$ cat src/rtl/tdm_mux_scan_if.sv
// Bus interface for tdm_mux_scan: channel inputs, mode controls and the
// tagged output sample. The optional parity signals exist only when
// TDM_MUX_SCAN_PARITY_EN is defined.
interface tdm_mux_scan_if #(
    parameter int N  = 16,
    parameter int W  = 1,
    parameter int SW = 4
);
    logic            en;
    logic            mode;
    logic [SW-1:0]   si;
    logic [N-1:0]    mask;
    logic [N*W-1:0]  di;
    logic [W-1:0]    y;
    logic [SW-1:0]   ch;
    logic            vld;
    logic            wrap;
`ifdef TDM_MUX_SCAN_PARITY_EN
    logic            par;
    logic [N-1:0]    pchk_i;

    modport master (output en, mode, si, mask, di, pchk_i,
                    input  y, ch, vld, wrap, par);
    modport slave  (input  en, mode, si, mask, di, pchk_i,
                    output y, ch, vld, wrap, par);
`else
    modport master (output en, mode, si, mask, di,
                    input  y, ch, vld, wrap);
    modport slave  (input  en, mode, si, mask, di,
                    output y, ch, vld, wrap);
`endif
endinterface

$ cat src/rtl/tdm_mux_scan.sv
// tdm_mux_scan: registered N-channel, W-bit multiplexer with manual select
// and auto-scan (per-channel dwell, channel-enable mask, wrap pulse).
// Optional feature macro: TDM_MUX_SCAN_PARITY_EN adds a registered even
// parity output and per-channel expected parity that gates vld.
module tdm_mux_scan #(
    parameter int N     = 16,
    parameter int W     = 1,
    parameter int SW    = 4,
    parameter int DWELL = 1
) (
    input  logic            clk,
    input  logic            rst_n,
    tdm_mux_scan_if.slave   bus
);
    localparam int CW = (DWELL > 1) ? $clog2(DWELL) : 1;
    localparam int NX = 2 ** SW;

    typedef enum logic [1:0] {
        ST_IDLE   = 2'd0,
        ST_MANUAL = 2'd1,
        ST_SCAN   = 2'd2
    } state_t;

    state_t          state_q, state_d;
    logic [W-1:0]    y_q, y_d;
    logic [SW-1:0]   ch_q, ch_d;
    logic            vld_q, vld_d;
    logic            wrap_q, wrap_d;
    logic [CW-1:0]   cnt_q, cnt_d;
    logic            entry_q, entry_d;   // scan must restart at lowest channel

    logic [NX-1:0]   mask_ext_s;         // zero above N, so si>=N reads as masked
    logic            any_en_s;
    logic [SW-1:0]   low_s;
    logic [SW-1:0]   next_s;
    logic            has_next_s;
    logic            vld_ok_s;

    // Data of channel idx out of the packed input vector
    function automatic logic [W-1:0] pick(input logic [N*W-1:0] d, input logic [SW-1:0] idx);
        logic [W-1:0] r;
        r = {W{1'b0}};
        for (int k = 0; k < N; k++) begin
            r = (SW'(k) == idx) ? d[k*W +: W] : r;
        end
        return r;
    endfunction

    // Lowest enabled channel index (0 when none is enabled)
    function automatic logic [SW-1:0] lowest(input logic [N-1:0] m);
        logic [SW-1:0] r;
        r = {SW{1'b0}};
        for (int k = N - 1; k >= 0; k--) begin
            r = m[k] ? SW'(k) : r;
        end
        return r;
    endfunction

    // {found, index} of the nearest enabled channel strictly above cur
    function automatic logic [SW:0] next_above(input logic [N-1:0] m, input logic [SW-1:0] cur);
        logic [SW:0] r;
        r = {(SW+1){1'b0}};
        for (int k = N - 1; k >= 0; k--) begin
            r = (m[k] && (SW'(k) > cur)) ? {1'b1, SW'(k)} : r;
        end
        return r;
    endfunction

    // Channel search helpers derived from the current mask
    always_comb begin
        mask_ext_s               = NX'(bus.mask);
        any_en_s                 = |bus.mask;
        low_s                    = lowest(bus.mask);
        {has_next_s, next_s}     = next_above(bus.mask, ch_q);
    end

    // Next-state and output decode; the mode input decides this edge's action
    always_comb begin
        state_d = state_q;
        y_d     = y_q;
        ch_d    = ch_q;
        vld_d   = 1'b0;
        wrap_d  = 1'b0;
        cnt_d   = cnt_q;
        entry_d = entry_q;
        if (bus.en) begin
            state_d = bus.mode ? ST_SCAN : ST_MANUAL;
            if (!any_en_s) begin
                cnt_d   = {CW{1'b0}};
                entry_d = 1'b1;
            end else if (!bus.mode) begin
                if (mask_ext_s[bus.si]) begin
                    y_d   = pick(bus.di, bus.si);
                    ch_d  = bus.si;
                    vld_d = 1'b1;
                end else begin
                    ch_d  = ch_q;
                end
            end else if ((state_q != ST_SCAN) || entry_q) begin
                ch_d    = low_s;
                y_d     = pick(bus.di, low_s);
                vld_d   = 1'b1;
                cnt_d   = {CW{1'b0}};
                entry_d = 1'b0;
            end else if (!mask_ext_s[ch_q] || (cnt_q == CW'(DWELL - 1))) begin
                // dwell expired or current channel dropped out of the mask
                ch_d   = has_next_s ? next_s : low_s;
                wrap_d = !has_next_s;
                y_d    = pick(bus.di, has_next_s ? next_s : low_s);
                vld_d  = 1'b1;
                cnt_d  = {CW{1'b0}};
            end else begin
                cnt_d  = cnt_q + CW'(1);
            end
        end else begin
            state_d = state_q;
        end
    end

`ifdef TDM_MUX_SCAN_PARITY_EN
    logic            par_q, par_d;
    logic [NX-1:0]   pchk_ext_s;

    function automatic logic even_par(input logic [W-1:0] v);
        return ^v;
    endfunction

    // Parity of the value being loaded and its match against the channel's expectation
    always_comb begin
        pchk_ext_s = NX'(bus.pchk_i);
        par_d      = even_par(y_d);
        vld_ok_s   = (par_d == pchk_ext_s[ch_d]);
    end

    // Parity register, kept in step with y
    always_ff @(posedge clk or negedge rst_n) begin
        if (!rst_n) begin
            par_q <= 1'b0;
        end else begin
            par_q <= par_d;
        end
    end

    assign bus.par = par_q;
`else
    // Without parity every sample is accepted
    always_comb begin
        vld_ok_s = 1'b1;
    end
`endif

    // State and output registers
    always_ff @(posedge clk or negedge rst_n) begin
        if (!rst_n) begin
            state_q <= ST_IDLE;
            y_q     <= {W{1'b0}};
            ch_q    <= {SW{1'b0}};
            vld_q   <= 1'b0;
            wrap_q  <= 1'b0;
            cnt_q   <= {CW{1'b0}};
            entry_q <= 1'b0;
        end else begin
            state_q <= state_d;
            y_q     <= y_d;
            ch_q    <= ch_d;
            vld_q   <= vld_d & vld_ok_s;
            wrap_q  <= wrap_d;
            cnt_q   <= cnt_d;
            entry_q <= entry_d;
        end
    end

    assign bus.y    = y_q;
    assign bus.ch   = ch_q;
    assign bus.vld  = vld_q;
    assign bus.wrap = wrap_q;
endmodule

$ cat src/flat_wrapper.sv
// flat-port wrapper written by rule: the top's interface ports become plain ports
module tdm_mux_scan_flat 
#(
    parameter int N     = 16,
    parameter int W     = 1,
    parameter int SW    = 4,
    parameter int DWELL = 1
)
  (clk, rst_n, bus_en, bus_mode, bus_si, bus_mask, bus_di, bus_y, bus_ch, bus_vld, bus_wrap);
  tdm_mux_scan_if #(.N(N), .W(W), .SW(SW)) bus_i ();
  input  logic clk;
  input  logic rst_n;
  input wire logic [$bits(bus_i.en)-1:0] bus_en;
  input wire logic [$bits(bus_i.mode)-1:0] bus_mode;
  input wire logic [$bits(bus_i.si)-1:0] bus_si;
  input wire logic [$bits(bus_i.mask)-1:0] bus_mask;
  input wire logic [$bits(bus_i.di)-1:0] bus_di;
  output wire logic [$bits(bus_i.y)-1:0] bus_y;
  output wire logic [$bits(bus_i.ch)-1:0] bus_ch;
  output wire logic [$bits(bus_i.vld)-1:0] bus_vld;
  output wire logic [$bits(bus_i.wrap)-1:0] bus_wrap;
  assign bus_i.en = bus_en;
  assign bus_i.mode = bus_mode;
  assign bus_i.si = bus_si;
  assign bus_i.mask = bus_mask;
  assign bus_i.di = bus_di;
  assign bus_y = bus_i.y;
  assign bus_ch = bus_i.ch;
  assign bus_vld = bus_i.vld;
  assign bus_wrap = bus_i.wrap;
  tdm_mux_scan #(.N(N), .W(W), .SW(SW), .DWELL(DWELL)) u_core (.clk(clk), .rst_n(rst_n), .bus(bus_i));
endmodule
$ cat config.mk
export PLATFORM = sky130hd
export DESIGN_NAME = tdm_mux_scan_flat
export DESIGN_NICKNAME = d
export VERILOG_FILES = /design/src/rtl/tdm_mux_scan_if.sv /design/src/rtl/tdm_mux_scan.sv /design/src/flat_wrapper.sv
export SDC_FILE = /design/constraint.sdc
export NUM_CORES = 1
export LEC_CHECK = 0
export BUFFER_PORTS_ARGS = -buffer_cell sky130_fd_sc_hd__buf_2
export CORE_MARGIN = 4
export CORE_UTILIZATION = 61
export CTS_BUF_LIST = sky130_fd_sc_hd__clkbuf_16
export DETAILED_ROUTE_END_ITERATION = 8
export PLACE_DENSITY = 0.87
export RECOVER_POWER = 100
export REMOVE_ABC_BUFFERS = 1
export SYNTH_ARGS = -nofsm -noshare
export SYNTH_HDL_FRONTEND = slang
export SYNTH_SLANG_ARGS = --single-unit
export TNS_END_PERCENT = 20
$ cat constraint.sdc
create_clock -name clk -period 6.71 [get_ports clk]
set_input_delay 1.342 -clock clk [delete_from_list [all_inputs] [get_ports clk]]
set_output_delay 1.342 -clock clk [all_outputs]
set_load 0.02 [all_outputs]
Word-level counts from Yosys, hierarchy flattened
Index checks and enable logic that the tools add are counted.
{"block": "op_classes", "n_mux": 112, "n_div": 0, "reduce_logical": 28, "bitwise_logic": 1, "n_eq_ne": 49, "shift": 0, "magnitude_cmp": 18, "mul": 0, "addsub": 1}
{"op": "$eq A4 B4 Y1 const A", "count": 24}
{"op": "$mux W4", "count": 21}
{"op": "$mux W5", "count": 16}
{"op": "$mux W1", "count": 72}
{"op": "$eq A3 B4 Y1 const A", "count": 12}
{"op": "$gt A4 B4 Y1 const A", "count": 8}
{"op": "$eq A2 B4 Y1 const A", "count": 6}
{"op": "$gt A3 B4 Y1 const A", "count": 4}
{"op": "$logic_and A1 B1 Y1", "count": 16}
{"op": "$reduce_or A16 Y1", "count": 1}
{"op": "$eq A1 B4 Y1 const A", "count": 3}
{"op": "$logic_not A4 Y1", "count": 3}
{"op": "$lt A4 B5 Y1 const B", "count": 2}
{"op": "$bmux W1 S4", "count": 2}
{"op": "$gt A1 B4 Y1 const A", "count": 2}
{"op": "$gt A2 B4 Y1 const A", "count": 2}
{"op": "$ne A2 B2 Y1 const B", "count": 3}
{"op": "$reduce_and A4 Y1", "count": 1}
{"op": "$ne A3 B1 Y1 const B", "count": 1}
{"op": "$reduce_and A3 Y1", "count": 1}
{"op": "$logic_not A1 Y1", "count": 2}
{"op": "$logic_or A1 B1 Y1", "count": 2}
{"op": "$mux W2", "count": 1}
{"op": "$reduce_and A2 Y1", "count": 1}
{"op": "other kinds (3)", "count": 3}
{"block": "totals", "input_bits": 40, "reg_bits": 11, "latchBits": 0, "mem_bits_rw": 0, "out_inout_bits": 7, "mem_bits_ro": 0, "word_cells": 216, "mem_count": 0}

Longest topological paths before layout
Gate-level depths: netlist of run 1.
{"block": "logic_depth", "ltp_word": 39, "mapped_depth": 12, "mapped_depth_nobuf": 9}

Least setup slack after synthesis of run 1
No wires, ideal clock.
{"block": "synth_path", "path_type": "in2reg", "start": "input port bus_mask[1]", "end": "register u_core.y_q, in the netlist u_core.bus.y", "slack_ns": 3.322, "n_path_buf": 2, "stages": 11, "required_ns": 6.630, "setup_time_ns": 0.080, "arrival_time_ns": 3.308, "path_cell_list": "buf_6 -> nor3b_1 -> o31ai_2 -> nand3_2 -> nor3_2 -> or3_1 -> buf_6 -> mux2i_1 -> o32a_1 -> a311o_1 -> o211ai_2"}
{"block": "synth_via", "elab_chain_len": 24, "word_cells_on_any_way": 83, "cone_classes": "eq/ne (31); mux (44); reduce/logical (8)"}
{"item": "start: declaration", "line_no": "flat_wrapper.sv:16", "source": "input wire logic [$bits(bus_i.mask)-1:0] bus_mask;"}
{"item": "$logic_and A1 B1 Y1", "line_no": "tdm_mux_scan.sv:64", "source": "r = (m[k] && (SW'(k) > cur)) ? {1'b1, SW'(k)} : r;"}
{"item": "$mux W5 (2 in a row)", "line_no": "tdm_mux_scan.sv:64"}
{"item": "$mux W4", "line_no": "tdm_mux_scan.sv:109", "source": "y_d = pick(bus.di, has_next_s ? next_s : low_s);"}
{"item": "$logic_not A4 Y1", "line_no": "tdm_mux_scan.sv:44", "source": "r = (SW'(k) == idx) ? d[k*W +: W] : r;"}
{"item": "$mux W1 (16 in a row)", "line_no": "tdm_mux_scan.sv:44"}
{"item": "$mux W1", "line_no": "tdm_mux_scan.sv:105", "source": "end else if (!mask_ext_s[ch_q] || (cnt_q == CW'(DWELL - 1))) begin"}
{"item": "$mux W1", "line_no": "tdm_mux_scan.sv:99", "source": "end else if ((state_q != ST_SCAN) || entry_q) begin"}
{"item": "$mux W1", "line_no": "tdm_mux_scan.sv:91", "source": "end else if (!bus.mode) begin"}
{"item": "end signal: assignment", "line_no": "tdm_mux_scan.sv:156", "source": "y_q <= {W{1'b0}};"}
{"item": "end signal: assignment", "line_no": "tdm_mux_scan.sv:164", "source": "y_q <= y_d;"}
{"item": "end: declaration", "line_no": "tdm_mux_scan.sv:25", "source": "logic [W-1:0] y_q, y_d;"}
Several ways; a longest one is shown, not always the timed one. The select of a mux whose other input is x is not followed.
A chain may end at the register's enable or synchronous reset.

Worst setup path after layout of run 1
{"block": "layout_path", "start": "input port bus_mask[11]", "end": "register u_core.y_q, in the netlist u_core.bus.y"}
{"block": "layout_via", "elab_chain_len": 34, "word_cells_on_any_way": 103, "cone_classes": "eq/ne (31); mux (64); reduce/logical (8)"}
{"item": "$logic_and A1 B1 Y1", "line_no": "tdm_mux_scan.sv:64"}
{"item": "$mux W5 (12 in a row)", "line_no": "tdm_mux_scan.sv:64"}
{"item": "$mux W4", "line_no": "tdm_mux_scan.sv:109"}
{"item": "$logic_not A4 Y1", "line_no": "tdm_mux_scan.sv:44"}
{"item": "$mux W1 (16 in a row)", "line_no": "tdm_mux_scan.sv:44"}
{"item": "$mux W1", "line_no": "tdm_mux_scan.sv:105"}
{"item": "$mux W1", "line_no": "tdm_mux_scan.sv:99"}
{"item": "$mux W1", "line_no": "tdm_mux_scan.sv:91"}
Several ways; a longest one is shown, not always the timed one. The select of a mux whose other input is x is not followed.

==> out/metrics.yaml, run 1 <==
die-area_mm2: 0.00480
synth_area_per_cell_um2: 8.01
setup-violations-final: 0
grt_overflow_total: 0
final_cell_count_no_fill: 359
antenna_cells: 0
min_period_ps: 4140
ctsResizeCount: 0
place.gp.congestion: 0.999
holdCritPathClass: "reg2reg"
grt_pass1_wl_um: 11000
insertion_delay_ps: 250
fmax_mhz: 241
syn-cell-area_mm2: 0.00229
crit_path_start_kind: "input port"
wl_per_cell_um: 18.5
htreeDepth: 1
cp.required_ps: 6870
drc: 0
yosysWarnings: 0
drive_above_1_share_pct: 21.5
clk_pin_slew_worst_paths_ps: 40
tns_ps: 0
grt_pass1_vias: 2254
start_util_pct: 63.1
worst_slew_pin_slew_ps: 1090
synth_enable_flop_cells: 0
power_leakage_nw: 0.954
rsz0062_at_grt: "false"
cts.sinks: 11
synth.distinct_cells: 79
powerDensity_mw_per_mm2: 201
ant_nets: 0
cp_cell_sequence: "buf_2 > nor2_1 > a221oi_1 > o32ai_1 > nand2b_1 > o22ai_1 > nand2_1 > o21a_1 > a311o_1 > o211ai_1"
max_stage_delay_ps: 640
p_sw_share_pct: 46.2
cts_max_path_buffers: 2
numPortBuffers: 46
vias: 2537
hpwl_um: 5040
cp_top_family: "compound AO/OA/AOI/OAI gates"
synth_cells: 286
final_common_cell: "buf_2"
place_inst: 355
holdWs_ps: 469
nets: 352
crit_slowest_cell: "o22ai_1"
cp_num_buf_inv: 1
crit_type: "in2reg"
maxSlewHeadroom_pct: 26.5
die_w_um: 69.3
coreArea_mm2: 0.00363
fp.dieH_um: 69.3
cts_hold_buffers: 0
mostFrequentLayoutCells: "35 x buf_2, 23 x nand2_1, 22 x nor2_1, 19 x mux2i_1, 19 x a21oi_1"
yosys_most_used_dff: "dfrtp_1"
synth_async_sr_flop_share_pct: 100
worst-path-max-fanout: 9
drt-initial-drc-count: 270
cts_tree: "done"
antenna_found_initial: 0
max_cap_violations: 0
num_rows: 22
worstPathArrival_ps: 4300
fin_crit_sh_pct: 61.7
r2r_cells: 9
crit_path_end_kind: "flop"
internal_power_w: 0.000264
cp.depth: 10
vias_per_cell: 7.07
grt_max_degree: 25
drv_slew: 0
status: "finished clean"
whs_path_depth: 1
io-pin-count: 47
hold_violations: 0
p_comb_share_pct: 55.6
cts-buffers-inserted: 3
area_growth_pct: 6.34
yosysSeqAreaShare_pct: 12.0
power.share.clock_pct: 22.5
postCtsSetupRepairBufs: 0
power.switching_w: 0.000227
synth-seq-cells: 11
cts_root_buf: "clkbuf_16"
max-vdd-ir-drop_uv: 96.4
routed_wl_um: 6650
clock_skew_ps: 0.852
dr.pass1.iters: 5
grt_use_total_pct: 27.4
p_seq_share_pct: 21.9
worst paths after layout:
kind / start / end / slack [ps]
max: bus_mask[11] / u_core.bus.y$_DFFE_PN0P_ / 2570
min: u_core.cnt_q$_DFFE_PN0P_ / u_core.bus.wrap$_DFF_PN0_ / 470
max reg2reg: u_core.bus.ch[0]$_DFFE_PN0P_ / u_core.bus.y$_DFFE_PN0P_ / 3090
min reg2reg: u_core.cnt_q$_DFFE_PN0P_ / u_core.bus.wrap$_DFF_PN0_ / 470
max in group asynchronous: rst_n / u_core.bus.vld$_DFF_PN0_ / 5260
min in group asynchronous: rst_n / u_core.bus.ch[3]$_DFFE_PN0P_ / 1070
metal layers:
layer,share of wire (%),wire length (um),vias up,GRT usage [%]
li1,-,-,1163,-
met2,47,3160,165,43.2
met3,9.4,625,12,3.04
met4,1.5,102,0,9.33
met1,42,2760,1197,38.8
met5,0,0,-,0
sequential cells by signal, indices dropped and copies added (netlist names):
name,cells
u_core.bus.vld,1
u_core.cnt_q,1
u_core.bus.ch,4
u_core.entry_q,1
u_core.bus.wrap,1
u_core.state_q,2
u_core.bus.y,1
power by group through the flow:
stage / Sequential [W] / Combinational, W / Clock, W
5_1_grt: 0.000111 / 0.000295 / 0.000116
3_5_place_dp: 0.000108 / 0.000274 / 0
4_1_cts: 0.000106 / 0.000275 / 0.000111
6_report: 0.000108 / 0.000273 / 0.000111
3_3_place_gp: 0.000106 / 0.000269 / 0
2_1_floorplan: 0.000108 / 0.000188 / 0
worst reg2reg max path: stages (launching register included):
cell and delay (ps):
dfrtp_1 920, a21boi_0 360, o31ai_2 380, nand3_2 130, or2_1 290, o22ai_1 590
nand2_1 180, o21a_1 220, a311o_1 370, o211ai_1 100
cells in the mapped netlist (3+ instances only):
cell type	count	area [um^2]
mux2i_1	19	190
nor4_1	5	31.3
a31oi_1	6	37.5
o31ai_1	3	22.5
dfrtp_1	11	275
o21ai_1	3	15.0
a221oi_1	4	35.0
nand2_1	23	86.3
clkbuf_1	5	18.8
buf_6	8	90.1
buf_2	11	55.1
nor3_1	6	30.0
o21ai_0	12	60.1
and2_1	3	18.8
nor2_1	22	82.6
or4_4	3	33.8
inv_1	11	41.3
nand4_1	3	18.8
nand2b_1	9	56.3
nand3_1	6	30.0
mux4_2	8	180
nor2b_1	9	56.3
a21oi_1	19	95.1
o211ai_1	10	75.1
cells by family after synthesis:
kind of cell / count (synthesis) / share of synthesized area [%]
buf+inv: 37 / 9.45
compound gates: 101 / 34.2
simple gates: 107 / 25.9
mux: 30 / 18.4
flops: 11 / 12.0
through the flow:
step                power, W  worst slack [ps]  utilization [%]  instance area, um^2
finish              0.000491              2570             67.0                 2440
global route        0.000521              2350             67.0                 2440
CTS                 0.000492              3010             68.5                 2490
detailed placement  0.000381              2770             66.3                 2410
global placement    0.000376              2830             66.3                 2410
floorplan           0.000296              3410                -                 2120
area by class of cell:
class / count / area [um^2]
clock buffers: 3 / 75.1
clock inverters: 1 / 3.75
fillers: 328 / 1200
inverters: 12 / 45.0
multi-input cells: 238 / 1760
flip-flops and latches: 11 / 275
well taps: 48 / 60.1
repair buffers: 46 / 216
Note: power is estimated with default switching activity, not from simulation.
==> run 2: changes to the inputs <==
--- a/config.mk
+++ b/config.mk
@@ -7,10 +7,10 @@
 export LEC_CHECK = 0
 export BUFFER_PORTS_ARGS = -buffer_cell sky130_fd_sc_hd__buf_2
 export CORE_MARGIN = 4
-export CORE_UTILIZATION = 61
+export CORE_UTILIZATION = 57
 export CTS_BUF_LIST = sky130_fd_sc_hd__clkbuf_16
 export DETAILED_ROUTE_END_ITERATION = 8
-export PLACE_DENSITY = 0.87
+export PLACE_DENSITY = 0.82
 export RECOVER_POWER = 100
 export REMOVE_ABC_BUFFERS = 1
 export SYNTH_ARGS = -nofsm -noshare
==> constraint.sdc (replaced) <==
create_clock -name clk -period 3.9 [get_ports clk]
set_input_delay 0.78 -clock clk [delete_from_list [all_inputs] [get_ports clk]]
set_output_delay 0.78 -clock clk [all_outputs]
set_load 0.02 [all_outputs]
==> run 2 against run 1 <==
  * Critical path type unchanged
  * Core utilization decreased by 1.8 points
  * Count of clock-buffer cells in the layout unchanged
  * Cell count grew 0.28%
  * Largest cell class unchanged
==> out/metrics.yaml, run 2 (synthesis gave the netlist of run 1 again) <==
grt_pass1_wl_um: 10800
max_stage_delay_ps: 910
io-pin-count: 47
worstPathArrival_ps: 3570
worst_slew_pin_slew_ps: 1000
status: "finished clean"
fin_crit_sh_pct: 87.3
wl_met3_um: 642
cts_tree: "done"
insertion_delay_ps: 240
min_from: "u_core.cnt_q$_DFFE_PN0P_"
fp.dieH_um: 71.4
wl_met2_um: 3040
largest_reg_flops: 4
grt_use_total_pct: 25.9
num_rows: 22
cp_top_family: "simple AND/OR/NAND/NOR gates"
cp_num_buf_inv: 1
r2r_start: "u_core.bus.ch[1]$_DFFE_PN0P_"
routed_wl_um: 6750
min_period_ps: 3410
power_leakage_nw: 0.971
grt_pass1_vias: 2142
start_util_pct: 60.7
cts_root_buf: "clkbuf_16"
ant_nets: 0
cp.required_ps: 4060
grt_max_degree: 21
critPathLaunch: "bus_mask[7]"
ctsResizeCount: 0
wl_per_cell_um: 18.7
postLayoutCellArea_mm2: 0.00246
crit_slowest_cell: "nor4_1"
placed_area_mm2: 0.00242
drc: 0
rsz0062_at_grt: "false"
cp_common_cell: "nor2_1"
met1Wirelength_um: 2950
coreArea_mm2: 0.00377
fmax_mhz: 294
drive_above_1_share_pct: 22.8
clk_pin_slew_worst_paths_ps: 40
tns_ps: 0
place.gp.congestion: 0.980
final_common_cell: "buf_2"
numPortBuffers: 46
cts-buffers-inserted: 3
nets: 353
setup-violations-final: 0
cts_max_path_buffers: 2
hpwl_um: 5080
die_w_um: 71.4
powerDensity_mw_per_mm2: 342
maxSlewHeadroom_pct: 32.4
holdCritPathClass: "reg2reg"
cts.sinks: 11
crit_path_start_kind: "input port"
rr_endpoint: "u_core.bus.y$_DFFE_PN0P_"
area_growth_pct: 7.32
drt-initial-drc-count: 293
die-area_mm2: 0.00510
crit_path_end_kind: "flop"
clock_skew_ps: 2.43
top_layer: "met4"
antenna_found_initial: 0
nFillCells: 335
drv_slew: 0
vias_per_cell: 6.91
vias: 2488
holdWs_ps: 471
antenna_cells: 0
grt_overflow_total: 0
max_cap_violations: 0
cp_cell_sequence: "clkbuf_1 > nor4_1 > nand2_1 > nor2_1 > o2111a_1 > nor2_1 > a2bb2oi_1 > o21a_1 > a311o_1 > o211ai_2"
worst-path-max-fanout: 10
rrSetupSlack_ps: 770
htreeDepth: 1
cp-endpoint: "u_core.bus.y$_DFFE_PN0P_"
hold_violations: 0
postCtsSetupRepairBufs: 0
r2r_cells: 9
max-vdd-ir-drop_uv: 156
mostFrequentLayoutCells: "37 x buf_2, 23 x nand2_1, 22 x nor2_1, 20 x mux2i_1, 19 x a21oi_1"
crit_type: "in2reg"
cts_hold_buffers: 0
dr.pass1.iters: 5
cp.depth: 10
-- run 2: cell types whose count changed in the layout (fill, tap and decap cells not counted), sizes merged --
cell	delta
buf	+3
clkbuf	-2
-- run 2: area by class of cell --
| class | instances | area, um^2 | share of cell area [%] |
|---|---|---|---|
| sequential | 11 | 275 | 11.2 |
| timing repair buffer | 47 | 226 | 9.21 |
| clock inverter | 1 | 3.75 | 0.153 |
| clock buffer | 3 | 75.1 | 3.05 |
| inverter | 12 | 45.0 | 1.83 |
| tap | 48 | 60.1 | 2.44 |
| multi-input combinational | 238 | 1770 | 72.1 |
-- run 2: worst min-delay path by stage --
stage | end | slack [ps] | cells after the start
after floorplan | u_core.bus.wrap$_DFF_PN0_ | 420 | 1
after global placement | u_core.bus.wrap$_DFF_PN0_ | 450 | 1
after detailed placement | u_core.bus.wrap$_DFF_PN0_ | 460 | 1
after CTS | u_core.bus.wrap$_DFF_PN0_ | 410 | 1
after global routing | u_core.bus.wrap$_DFF_PN0_ | 530 | 1
final | u_core.bus.wrap$_DFF_PN0_ | 470 | 1
-- run 2: power breakdown --
group	total (W)	internal, W	switching, W
Sequential	0.000178	0.000128	0.0000506
Clock	0.000185	0.000135	0.0000502
Combinational	0.000479	0.000196	0.000283
-- run 2: routing by layer --
| layer | track usage [%] | vias to the layer above |
|---|---|---|
| met5 | 0 | - |
| met4 | 8.14 | 0 |
| met3 | 3.65 | 11 |
| met2 | 38.7 | 156 |
| met1 | 38.4 | 1159 |
| li1 | - | 1162 |
-- run 2: through the flow --
stage,cells,power (W),setup slack (ps),utilization (%)
4_1_cts,360,0.000843,845,66.2
2_1_floorplan,261,0.000509,1000,-
5_1_grt,360,0.000893,298,65.2
3_5_place_dp,356,0.000657,663,64.1
6_report,360,0.000842,494,65.2
3_3_place_gp,356,0.000651,739,64.1
-- run 2: worst register-to-register path, cell delays in order (launching register included) --
cell	delay, ps
dfrtp_1	790
a21boi_0	320
o31ai_2	390
nand3_2	120
nor3_2	240
or3_1	320
mux2i_1	150
o32a_1	310
a311o_1	330
o211ai_2	70
